## src/rtl/text_overlay_pkg.sv

```systemverilog
// Shared definitions for the marquee text overlay: FSM state encoding and counter width helpers.
package text_overlay_pkg;

  localparam logic [0:0] ST_PAUSE  = 1'b0;
  localparam logic [0:0] ST_SCROLL = 1'b1;

  // Bits needed to hold 0..n-1; never below 1 so degenerate sizes still get a real register.
  function automatic int unsigned ctr_width(input int unsigned n);
    return (n > 1) ? $clog2(n) : 1;
  endfunction

  // Width of the scroll offset, which indexes bitmap columns 0..bmp_w-1.
  function automatic int unsigned off_width(input int unsigned bmp_w);
    return ctr_width(bmp_w);
  endfunction

endpackage

```

## src/rtl/text_overlay_marquee_ctrl.sv

```systemverilog
// Pause/scroll state machine and frame counters for the marquee overlay.
// Blink counter and phase exist only when TEXT_OVERLAY_BLINK_EN is defined.
module text_overlay_marquee_ctrl
  import text_overlay_pkg::*;
#(
  parameter int unsigned BMP_W        = 46,
  parameter int unsigned SCROLL_DIV   = 4,
  parameter int unsigned PAUSE_FRAMES = 60,
  parameter int unsigned BLINK_FRAMES = 32
) (
  input  logic                          clk,
  input  logic                          rst_n,
  input  logic                          frame_start,
  input  logic                          scroll_en,
  output logic [off_width(BMP_W)-1:0]   scroll_offset,
  output logic                          scroll_wrap
`ifdef TEXT_OVERLAY_BLINK_EN
  ,
  output logic                          blink_phase
`endif
);

  localparam int unsigned OW = off_width(BMP_W);
  localparam int unsigned PW = ctr_width(PAUSE_FRAMES);
  localparam int unsigned DW = ctr_width(SCROLL_DIV);

  if (SCROLL_DIV < 1 || PAUSE_FRAMES < 1 || BLINK_FRAMES < 1 || BMP_W < 1) begin : g_bad_param
    $error("text_overlay_marquee_ctrl: frame counts and BMP_W must be >= 1");
  end

  logic [0:0]    state;
  logic [PW-1:0] pause_cnt;
  logic [DW-1:0] div_cnt;
  logic          step;

  // A frame only counts while scrolling is enabled; otherwise everything holds.
  assign step = frame_start & scroll_en;

  // NOTE: sequential state uses non-blocking assignments so every register samples pre-edge values.
  always_ff @(posedge clk or negedge rst_n) begin
    if (!rst_n) begin
      state         <= ST_PAUSE;
      pause_cnt     <= '0;
      div_cnt       <= '0;
      scroll_offset <= '0;
      scroll_wrap   <= 1'b0;
    end else begin
      scroll_wrap <= 1'b0;
      if (step) begin
        case (state)
          ST_PAUSE: begin
            if (pause_cnt == PW'(PAUSE_FRAMES - 1)) begin
              pause_cnt <= '0;
              state     <= ST_SCROLL;
            end else begin
              pause_cnt <= pause_cnt + PW'(1);
            end
          end
          default: begin
            if (div_cnt == DW'(SCROLL_DIV - 1)) begin
              div_cnt <= '0;
              if (scroll_offset == OW'(BMP_W - 1)) begin
                scroll_offset <= '0;
                scroll_wrap   <= 1'b1;
                state         <= ST_PAUSE;
              end else begin
                scroll_offset <= scroll_offset + OW'(1);
              end
            end else begin
              div_cnt <= div_cnt + DW'(1);
            end
          end
        endcase
      end
    end
  end

`ifdef TEXT_OVERLAY_BLINK_EN
  localparam int unsigned BW = ctr_width(BLINK_FRAMES);

  logic [BW-1:0] blink_cnt;

  always_ff @(posedge clk or negedge rst_n) begin
    if (!rst_n) begin
      blink_cnt   <= '0;
      blink_phase <= 1'b0;
    end else if (step) begin
      if (blink_cnt == BW'(BLINK_FRAMES - 1)) begin
        blink_cnt   <= '0;
        blink_phase <= ~blink_phase;
      end else begin
        blink_cnt <= blink_cnt + BW'(1);
      end
    end
  end
`endif

endmodule

```

## src/rtl/text_overlay_marquee.sv

```systemverilog
// 1-bpp bitmap text overlay with horizontal marquee scroll, fed by VGA x/y counters.
// Optional blink gating is enabled by defining TEXT_OVERLAY_BLINK_EN.
module text_overlay_marquee
  import text_overlay_pkg::*;
#(
  parameter int unsigned              BMP_W        = 46,
  parameter int unsigned              BMP_H        = 9,
  parameter logic [BMP_W*BMP_H-1:0]   BITMAP       = '0,
  parameter int unsigned              ORIG_X_CELL  = 18,
  parameter int unsigned              ORIG_Y_CELL  = 12,
  parameter int unsigned              CELL_LOG2    = 3,
  parameter int unsigned              WIN_W        = 46,
  parameter int unsigned              SCROLL_DIV   = 4,
  parameter int unsigned              PAUSE_FRAMES = 60,
  parameter int unsigned              BLINK_FRAMES = 32
) (
  input  logic                          clk,
  input  logic                          rst_n,
  input  logic                          frame_start,
  input  logic                          scroll_en,
  input  logic [9:0]                    x,
  input  logic [9:0]                    y,
  output logic                          overlay_active,
  output logic [off_width(BMP_W)-1:0]   scroll_offset,
  output logic                          scroll_wrap
);

  if (WIN_W < 1 || WIN_W > BMP_W) begin : g_bad_win
    $error("text_overlay_marquee: WIN_W must be in 1..BMP_W");
  end

`ifdef TEXT_OVERLAY_BLINK_EN
  logic blink_phase;
`endif

  text_overlay_marquee_ctrl #(
    .BMP_W        (BMP_W),
    .SCROLL_DIV   (SCROLL_DIV),
    .PAUSE_FRAMES (PAUSE_FRAMES),
    .BLINK_FRAMES (BLINK_FRAMES)
  ) u_ctrl (
    .clk           (clk),
    .rst_n         (rst_n),
    .frame_start   (frame_start),
    .scroll_en     (scroll_en),
    .scroll_offset (scroll_offset),
    .scroll_wrap   (scroll_wrap)
`ifdef TEXT_OVERLAY_BLINK_EN
    ,
    .blink_phase   (blink_phase)
`endif
  );

  // Window arithmetic is carried at 32 bits so coordinates left of or above the origin never alias in.
  logic [31:0] xc, yc, c, r, col, idx;
  logic        in_win, bmp_bit, pixel_on;

  // NOTE: every combinational output gets a value on every path first, so no latch is inferred.
  always_comb begin
    xc      = 32'(x >> CELL_LOG2);
    yc      = 32'(y >> CELL_LOG2);
    in_win  = (xc >= ORIG_X_CELL) && (xc < ORIG_X_CELL + WIN_W) &&
              (yc >= ORIG_Y_CELL) && (yc < ORIG_Y_CELL + BMP_H);
    c       = xc - ORIG_X_CELL;
    r       = yc - ORIG_Y_CELL;
    col     = c + 32'(scroll_offset);
    if (col >= BMP_W) col = col - BMP_W;
    idx     = r * BMP_W + col;
    bmp_bit = 1'(BITMAP >> idx);
  end

`ifdef TEXT_OVERLAY_BLINK_EN
  assign pixel_on = in_win & bmp_bit & ~blink_phase;
`else
  assign pixel_on = in_win & bmp_bit;
`endif

  always_ff @(posedge clk or negedge rst_n) begin
    if (!rst_n) overlay_active <= 1'b0;
    else        overlay_active <= pixel_on;
  end

endmodule

```

## config.mk

```make
export PLATFORM = sky130hd
export DESIGN_NAME = text_overlay_marquee
export DESIGN_NICKNAME = d
export VERILOG_FILES = /design/src/rtl/text_overlay_pkg.sv /design/src/rtl/text_overlay_marquee_ctrl.sv /design/src/rtl/text_overlay_marquee.sv
export SDC_FILE = /design/constraint.sdc
export NUM_CORES = 1
export LEC_CHECK = 0
export CAP_MARGIN = 15
export CORE_UTILIZATION = 46
export CTS_CLUSTER_SIZE = 25
export DETAILED_ROUTE_END_ITERATION = 12
export PLACE_DENSITY = 0.83
export SLEW_MARGIN = 20
export SYNTH_ARGS = -nofsm -noshare
export SYNTH_HDL_FRONTEND = slang
export SYNTH_SLANG_ARGS = --single-unit
```

## constraint.sdc

```tcl
create_clock -name clk -period 2.9 [get_ports clk]
set_input_delay 0.435 -clock clk [delete_from_list [all_inputs] [get_ports clk]]
set_output_delay 0.435 -clock clk [all_outputs]
set_load 0.01 [all_outputs]
```

==> summary.txt, run 1 <==
Run status
  • Outcome: finished clean

Die
  • Core ar.: 1730 sq um
  • Die area: 2030 sq um
  • FP Rows: 15
  • Starting Density: 0.494
  • Die W: 45.1 um
  • Num ports: 32
  • Die Y: 45.1 um

Clock tree
  • CTS Hold Bufs: 0
  • CTS Buffer Depth: 2
  • Root buf cell: clkbuf_4
  • Clock H-tree levels: 1
  • Clk slew on worst S/H paths: 0.10 ns
  • CTS tree: yes
  • Setup Fix Bufs, Post-CTS: 0
  • CTS Buf Count: 3
  • Cts repair resizes: 0
  • TritonCTS Sinks: 16
  • Skew-Pair Late Insertion Delay: 0.29 ns

Routing
  • ANT nets after route: 0
  • 1st-pass router iterations: 4
  • DRC: 0
  • Via count: 690
  • DRT iter0 DRCs: 14
  • DR vias/cell: 5.70
  • DR WL/cell: 13.4 um
  • Total wire length: 1620 um

Layout
  • Area Growth Syn to Fin: 17.4%
  • FILL cells: 152
  • Share of cells above drive strength 1: 0.0938
  • Final core utilization: 0.580
  • Commonest non-fill, non-tap cell in the layout: dfrtp_1
  • ANT cells: 0
  • Nets: 125
  • Commonest cells after routing, fill and taps aside: dfrtp_1 (16), o21ai_0 (12), clkdlybuf4s50_1 (10), nand2_1 (9), nand3_1 (8)
  • Post-Layout Inst Area: 1000 sq um

Setup path
  • WP depth: 1
  • WP data required: 2.47 ns
  • Critical Path AT: 1.32 ns
  • Cell Chain, Critical Path: clkdlybuf4s50_1
  • Largest stage delay, worst path: 0.58 ns
  • CP max-delay cell: clkdlybuf4s50_1
  • R2r endpoint: u_ctrl.scroll_offset[5]
  • Startpoint class of the critical path: flip-flop
  • WS Path Type: flip-flop to output port
  • CP max FO: 7
  • Worst setup EP type: output port
  • R2R cell count: 5
  • Reg2reg setup slack: 1.42 ns
  • Start of the worst register-to-register path: u_ctrl.scroll_offset[1]
  • CP delay by family, top: buffers and inverters
  • Buffers and inverters on the worst path: 1

Synthesis
  • Top-area cell type share of the netlist area: 0.469
  • YS warnings: 0
  • Synth area leader: dfrtp_1
  • Area contributors post-synth: dfrtp_1 (47%), o21ai_0 (7.0%), ha_1 (5.9%)
  • Syn_nets: 112
  • Yosys reg bits: 16
  • Mapped Area: 853 sq um
  • Mean Syn Cell Area: 10.2 sq um
  • Cells after Synth: 84
  • Sequential cell area fraction in the yosys report: 0.469
  • Netlist cell types: 31

Timing
  • RSZ-0062 raised after global routing: false
  • Min Tclk post-route: 1.75 ns
  • Fmax achieved: 570 MHz
  • Worst slew pin tran: 0.687 ns
  • Setup violators final: 0
  • Final cycle utilization of the critical path: 0.605
  • Slew margin rel.: 0.541
  • Hold slack: 0.518 ns
  • Fin Setup TNS: 0 ns
  • Max-slew violations: 0
  • Clock skew: 0.00364 ns
  • Final hold vios: 0

Flow run
  • Max-capacitance violation count: 0

Global routing
  • Total congestion overflow: 0
  • Initial antenna violation count: 0
  • Global Route Usage Sum: 0.186
  • Largest net degree at the start of global routing: 17
  • Vias in the first global route: 649
  • First-pass GRT wire length: 2700 um

Place
  • RePlAce Congestion: 0.723
  • DP Wirelength: 1160 um
  • Port Buf Inserts: 10
  • Placed Area: 966 sq um

Power
  • Power Density: 620 nW/um^2
  • Leakage power: 0.000411 uW
  • Worst vdd ir: 408 uV

Worst hold path
  • Worst hold start: u_ctrl.div_cnt[0]
  • Hold Crit Class: flip-flop to flip-flop
  • Hold Path Depth: 1
  • End of the worst hold path: u_ctrl.div_cnt[0]
[layer usage]
layer  vias up  part of all wire  global-route usage
met1       332              0.46               0.233
met5         -                 0                   0
met2        14              0.51               0.304
li1        344                 -                   -
met4         0                 0              0.0788
met3         0             0.030              0.0480
[cell usage after synthesis (all sizes together)]
master / number
a211o: 1
a21o: 2
a21oi: 1
a2bb2oi: 1
a31oi: 2
a41oi: 1
and2: 1
and3b: 1
and4: 1
buf: 2
conb: 1
dfrtp: 16
ha: 4
inv: 1
mux2: 2
nand2: 9
nand2b: 1
nand3: 8
nand3b: 3
nand4: 3
nand4b: 1
nor2: 1
nor3: 3
nor4: 2
o211ai: 1
o21ai: 12
o21bai: 1
o31ai: 1
or3: 1
[area by class of cell]
class | count | area [sq um] | share of cell area
multi-input combinational | 65 | 430 | 0.429
sequential | 16 | 400 | 0.400
inverter | 1 | 3.75 | 0.00375
clock buffer | 4 | 36.3 | 0.0362
tap | 25 | 31.3 | 0.0312
timing repair buffer | 10 | 100 | 0.0999
[power by group]
group          switching (uW)  internal (uW)  leakage (uW)
logic                    69.0           71.9      0.000189
registers                58.8            272      0.000200
clock network            73.3           76.4     0.0000210
[how the worst max path moves through the flow]
stage / startpoint / end / slack, ns
after floorplan: u_ctrl.scroll_offset[1] / u_ctrl.scroll_offset[5] / 1.56
after global placement: frame_start / u_ctrl.scroll_offset[5] / 1.06
after detailed placement: frame_start / u_ctrl.scroll_offset[5] / 1.02
after CTS: u_ctrl.scroll_offset[0] / scroll_offset[0] / 1.15
after global routing: u_ctrl.scroll_offset[2] / scroll_offset[2] / 1.10
final: u_ctrl.scroll_offset[2] / scroll_offset[2] / 1.15
[registers in the layout, indices dropped and copies added, names as in the netlist]
name,flops
u_ctrl.scroll_offset,6
u_ctrl.scroll_wrap,1
u_ctrl.div_cnt,2
u_ctrl.state,1
u_ctrl.pause_cnt,6
[kinds of logic after synthesis]
logic type / synth area share
buffers and inverters: 0.0264
other: 0.00439
muxes: 0.0264
adders and majority gates: 0.0587
DFF: 0.469
AOI/OAI and AO/OA: 0.172
and+or+nand+nor: 0.243
[metrics by stage]
step	worst slack (ns)	instances	power, uW
3_5_place_dp	1.02	117	475
2_1_floorplan	1.56	84	420
3_3_place_gp	1.06	117	465
6_report	1.15	121	621
5_1_grt	1.10	121	664
4_1_cts	1.15	121	624
Power figures use the tool's default switching activity.
==> inputs of run 2 (changes only) <==
CORE_UTILIZATION = 43   (was 46)
PLACE_DENSITY = 0.78   (was 0.83)
clock period = 1.75 ns   (was 2.9 ns; I/O delays follow)
==> summary.txt, run 2 (synthesized netlist as in run 1, its figures left out) <==
Routing
  • Via count: 698 (was 690)
  • Total wire length: 1670 um (was 1620 um)
  • DR vias/cell: 5.63 (was 5.70)
  • ANT nets after route: 0 (unchanged)
  • DRC: 0 (unchanged)
  • Met1 wire length: 815 um (was 748 um)
  • DR WL/cell: 13.5 um (was 13.4 um)
  • Met3 routed WL: 77 um (was 48 um)
  • DRT iter0 DRCs: 28 (was 14)
  • Metal2 WL: 753 um (was 823 um)
  • Top Layer Used: met4 (was met3)
  • 1st-pass router iterations: 4 (unchanged)

Clock tree
  • Root buf cell: clkbuf_4 (unchanged)
  • Cts repair resizes: 0 (unchanged)
  • Clk slew on worst S/H paths: 0.10 ns (about the same)
  • CTS Hold Bufs: 0 (unchanged)
  • CTS Buf Count: 3 (unchanged)
  • TritonCTS Sinks: 16 (unchanged)
  • CTS tree: yes (unchanged)
  • Clock H-tree levels: 1 (unchanged)
  • CTS Buffer Depth: 2 (unchanged)
  • Setup Fix Bufs, Post-CTS: 0 (unchanged)
  • Skew-Pair Late Insertion Delay: 0.29 ns (about the same)

Die
  • Die Y: 46.5 um (was 45.1 um)
  • Starting Density: 0.474 (was 0.494)
  • FP Rows: 15 (unchanged)
  • Die area: 2170 sq um (was 2030 sq um)
  • Core ar.: 1800 sq um (was 1730 sq um)
  • Die W: 46.5 um (was 45.1 um)
  • Num ports: 32 (unchanged)

Layout
  • Nets: 128 (was 125)
  • Area Growth Syn to Fin: 20.1% (was 17.4%)
  • Top Registers: u_ctrl.pause_cnt: 6 flops, u_ctrl.scroll_offset: 6 flops, u_ctrl.div_cnt: 2 flops (unchanged)
  • Commonest non-fill, non-tap cell in the layout: dfrtp_1 (unchanged)
  • FILL cells: 164 (was 152)
  • Final core utilization: 0.569 (was 0.580)
  • Post-Layout Inst Area: 1020 sq um (was 1000 sq um)
  • Commonest cells after routing, fill and taps aside: dfrtp_1 (16), o21ai_0 (12), clkdlybuf4s50_1 (10), nand2_1 (9), nand3_1 (8) (unchanged)
  • ANT cells: 0 (unchanged)
  • Share of cells above drive strength 1: 0.121 (was 0.0938)

Global routing
  • Initial antenna violation count: 0 (unchanged)
  • First-pass GRT wire length: 2660 um (was 2700 um)
  • Total congestion overflow: 0 (unchanged)
  • Vias in the first global route: 624 (was 649)
  • Global Route Usage Sum: 0.176 (was 0.186)
  • Largest net degree at the start of global routing: 17 (unchanged)

Timing
  • Fmax achieved: 627 MHz
  • Min Tclk post-route: 1.59 ns
  • Fin Setup TNS: 0 ns (unchanged)
  • RSZ-0062 raised after global routing: false (unchanged)
  • Max-slew violations: 0 (unchanged)
  • Final cycle utilization of the critical path: 0.911
  • Final hold vios: 0 (unchanged)
  • Setup violators final: 0 (unchanged)
  • Clock skew: 0.00566 ns (was 0.00364 ns)
  • PnR worst setup slack: 0.155 ns (was 1.15 ns)

Setup path
  • WP depth: 1 (unchanged)
  • WS Path Type: flip-flop to output port (unchanged)
  • Crit. Startpoint: u_ctrl.scroll_offset[2] (unchanged)
  • Start of the worst register-to-register path: u_ctrl.scroll_offset[1] (unchanged)
  • Reg2reg setup slack: 0.34 ns (was 1.42 ns)
  • Cell Chain, Critical Path: clkdlybuf4s50_1 (unchanged)
  • WP data required: 1.49 ns (was 2.47 ns)
  • R2r endpoint: u_ctrl.scroll_offset[5] (unchanged)
  • CP delay by family, top: buffers and inverters (unchanged)
  • Critical Path AT: 1.33 ns (was 1.32 ns)
  • Largest stage delay, worst path: 0.57 ns (was 0.58 ns)
  • Startpoint class of the critical path: flip-flop (unchanged)
  • CP max-delay cell: clkdlybuf4s50_1 (unchanged)
  • CP max FO: 7 (unchanged)
  • Crit path capture: scroll_offset[2] (unchanged)
  • Worst setup EP type: output port (unchanged)
  • R2R cell count: 5 (unchanged)
  • Buffers and inverters on the worst path: 1 (unchanged)

Place
  • Port Buf Inserts: 10 (unchanged)
  • DP Wirelength: 1180 um (was 1160 um)
  • Placed Area: 988 sq um (was 966 sq um)
  • RePlAce Congestion: 0.770 (was 0.723)
  • Worst slack at placement: 0.0738 ns (was 1.02 ns)

Flow run
  • Max-capacitance violation count: 0 (unchanged)

Run status
  • Outcome: finished clean (unchanged)

Power
  • Leakage power: 0.000425 uW (was 0.000411 uW)
  • Power Density: 1010 nW/um^2 (was 620 nW/um^2)
  • Worst vdd ir: 730 uV (was 408 uV)

Worst hold path
  • Hold Crit Class: primary input to async pin (was flip-flop to flip-flop)
run 2: cell count changes in the layout (fill, tap and decap cells not counted):
cell / before / now
buf_4: 0 / 3
run 2: cell type report:
| class | instances | area [sq um] | share of cell area |
|---|---|---|---|
| clock buffers | 4 | 36.3 | 0.0354 |
| inverters | 1 | 3.75 | 0.00366 |
| multi-input cells | 65 | 430 | 0.420 |
| flip-flops and latches | 16 | 400 | 0.391 |
| well taps | 25 | 31.3 | 0.0305 |
| repair buffers | 13 | 123 | 0.120 |
run 2: through the flow:
step	cells	total power [uW]	hold WS (ns)
finish	124	1040	0.277
global route	124	1110	0.306
CTS	124	1040	0.286
detailed placement	120	796	0.504
global placement	120	775	0.489
floorplan	84	697	-0.0331
run 2: layer usage:
metal / vias up / track usage
li1: 348 / -
met1: 325 / 0.251
met2: 22 / 0.242
met3: 3 / 0.0431
met4: 0 / 0.0941
met5: - / 0
run 2: report_power, final:
part / switching, uW / total (uW) / internal, uW / leakage (uW)
combinational: 116 / 238 / 122 / 0.000203
sequential: 101 / 551 / 450 / 0.000200
clock: 123 / 250 / 127 / 0.0000210
run 2: worst min path at each step:
stage / from / end / slack, ns
after floorplan: rst_n / u_ctrl.div_cnt[0] / -0.03
after global placement: u_ctrl.div_cnt[0] / u_ctrl.div_cnt[0] / 0.49
after detailed placement: u_ctrl.div_cnt[0] / u_ctrl.div_cnt[0] / 0.50
after CTS: rst_n / u_ctrl.pause_cnt[5] / 0.29
after global routing: rst_n / u_ctrl.pause_cnt[5] / 0.31
final: rst_n / u_ctrl.pause_cnt[5] / 0.28
==> inputs of run 3 (changes only) <==
CORE_UTILIZATION = 37   (was 43)
PLACE_DENSITY = 0.69   (was 0.78)
==> summary.txt, run 3 (synthesized netlist as in run 1, its figures left out) <==
Setup path
  • Startpoint class of the critical path: flip-flop (unchanged)
  • WS Path Type: flip-flop to output port (unchanged)
  • CP max FO: 7 (unchanged)
  • WP depth: 1 (unchanged)
  • CP delay by family, top: buffers and inverters (unchanged)
  • R2R cell count: 4 (was 5)
  • WP data required: 1.49 ns (about the same)
  • Critical Path AT: 1.35 ns (was 1.33 ns)
  • CP max-delay cell: clkdlybuf4s50_1 (unchanged)
  • Cell Chain, Critical Path: clkdlybuf4s50_1 (unchanged)
  • Largest stage delay, worst path: 0.59 ns (was 0.57 ns)
  • Worst setup EP type: output port (unchanged)
  • Buffers and inverters on the worst path: 1 (unchanged)

Global routing
  • Largest net degree at the start of global routing: 17 (unchanged)
  • Initial antenna violation count: 0 (unchanged)
  • Vias in the first global route: 688 (was 624)
  • Global Route Usage Sum: 0.162 (was 0.176)
  • Total congestion overflow: 0 (unchanged)
  • First-pass GRT wire length: 2990 um (was 2660 um)

Layout
  • Nets: 128 (unchanged)
  • Commonest non-fill, non-tap cell in the layout: dfrtp_1 (unchanged)
  • Area Growth Syn to Fin: 18.9% (was 20.1%)
  • Share of cells above drive strength 1: 0.112 (was 0.121)
  • Top Registers: u_ctrl.pause_cnt: 6 flops, u_ctrl.scroll_offset: 6 flops, u_ctrl.div_cnt: 2 flops (unchanged)
  • Commonest cells after routing, fill and taps aside: dfrtp_1 (16), o21ai_0 (12), clkdlybuf4s50_1 (10), nand2_1 (9), nand3_1 (8) (unchanged)
  • ANT cells: 0 (unchanged)
  • Post-route insts no fill: 126 (was 124)

Power
  • Leakage power: 0.000417 uW (was 0.000425 uW)
  • Power Density: 961 nW/um^2 (was 1010 nW/um^2)
  • Psw: 324 uW (was 340 uW)
  • Clock power frac: 0.196 (was 0.240)
  • Comb pwr share: 0.241 (was 0.229)
  • Power Internal: 651 uW (was 699 uW)
  • Net Sw Frac: 0.333 (was 0.327)
  • Seq pwr share: 0.564 (was 0.531)
  • Worst vdd ir: 460 uV (was 730 uV)

Flow run
  • Max-capacitance violation count: 0 (unchanged)

Place
  • Port Buf Inserts: 10 (unchanged)
  • RePlAce Congestion: 0.826 (was 0.770)
  • DP Wirelength: 1210 um (was 1180 um)
  • DP Cell Count: 123 (was 120)

Clock tree
  • Clk slew on worst S/H paths: 0.09 ns (was 0.10 ns)
  • Skew-Pair Late Insertion Delay: 0.28 ns (was 0.29 ns)
  • CTS tree: yes (unchanged)
  • Clock H-tree levels: 1 (unchanged)
  • CTS Buf Count: 3 (unchanged)
  • TritonCTS Sinks: 16 (unchanged)
  • Root buf cell: clkbuf_4 (unchanged)
  • Cts repair resizes: 0 (unchanged)
  • CTS Hold Bufs: 0 (unchanged)
  • CTS Buffer Depth: 2 (unchanged)
  • Setup Fix Bufs, Post-CTS: 0 (unchanged)

Routing
  • Via count: 703 (was 698)
  • DR WL/cell: 13.3 um (was 13.5 um)
  • Total wire length: 1680 um (was 1670 um)
  • DRT iter0 DRCs: 8 (was 28)
  • 1st-pass router iterations: 4 (unchanged)
  • DR vias/cell: 5.58 (was 5.63)
  • ANT nets after route: 0 (unchanged)
  • DRC: 0 (unchanged)

Timing
  • Min Tclk post-route: 1.62 ns (was 1.59 ns)
  • Hold slack: 0.288 ns (was 0.277 ns)
  • Max-slew violations: 0 (unchanged)
  • Setup violators final: 0 (unchanged)
  • Fin Setup TNS: 0 ns (unchanged)
  • Clock skew: 0.00266 ns (was 0.00566 ns)
  • Final cycle utilization of the critical path: 0.924 (was 0.911)
  • RSZ-0062 raised after global routing: false (unchanged)
  • Fmax achieved: 618 MHz (was 627 MHz)
  • Final hold vios: 0 (unchanged)

Die
  • Die area: 2500 sq um (was 2170 sq um)
  • Core ar.: 2190 sq um (was 1800 sq um)
  • Num ports: 32 (unchanged)
  • Die Y: 50.0 um (was 46.5 um)
  • FP Rows: 17 (was 15)
  • Starting Density: 0.389 (was 0.474)
  • Die W: 50.0 um (was 46.5 um)

Worst hold path
  • Hold Crit Class: primary input to async pin (unchanged)

Run status
  • Outcome: finished clean (unchanged)
run 3: cell count changes in the layout (fill, tap and decap cells not counted):
| cell | change |
|---|---|
| clkbuf_8 | -1 |
run 3: stage by stage:
step	utilization	power [uW]	setup slack [ns]	area, sq um
final	0.463	975	0.133	1010
after global routing	0.463	1060	0.0803	1010
after CTS	0.463	990	0.131	1010
after detailed placement	0.453	793	0.0569	992
after global placement	0.453	780	0.0799	992
after floorplan	-	697	0.411	853
run 3: metal layers:
layer / GRT usage / vias to the layer above / part of all wire
li1: - / 345 / -
met1: 0.181 / 342 / 0.48
met2: 0.278 / 14 / 0.46
met3: 0.0617 / 2 / 0.051
met4: 0.0524 / 0 / 0.0077
met5: 0 / - / 0
run 3: cell type report:
type	count	area (sq um)
Fill cell	204	1180
Clock buffer	3	22.5
Multi-Input combinational cell	65	430
Timing Repair Buffer	13	123
Inverter	1	3.75
Sequential cell	16	400
Tap cell	28	35.0
run 3: final timing paths:
kind | from | end | slack [ns]
max | u_ctrl.scroll_offset[0] | scroll_offset[0] | 0.13
min | rst_n | u_ctrl.pause_cnt[5] | 0.29
max reg2reg | u_ctrl.scroll_offset[0] | u_ctrl.scroll_offset[5] | 0.32
min reg2reg | u_ctrl.pause_cnt[4] | u_ctrl.pause_cnt[4] | 0.51
max in group asynchronous | rst_n | u_ctrl.div_cnt[0] | 1.28
min in group clk | u_ctrl.pause_cnt[4] | u_ctrl.pause_cnt[4] | 0.51
run 3: power groups by stage:
stage / sequential, uW / combinational (uW) / clock (uW)
floorplan: 537 / 160 / 0
global placement: 551 / 230 / 0
detailed placement: 555 / 238 / 0
CTS: 549 / 238 / 203
global route: 567 / 278 / 214
finish: 550 / 235 / 191
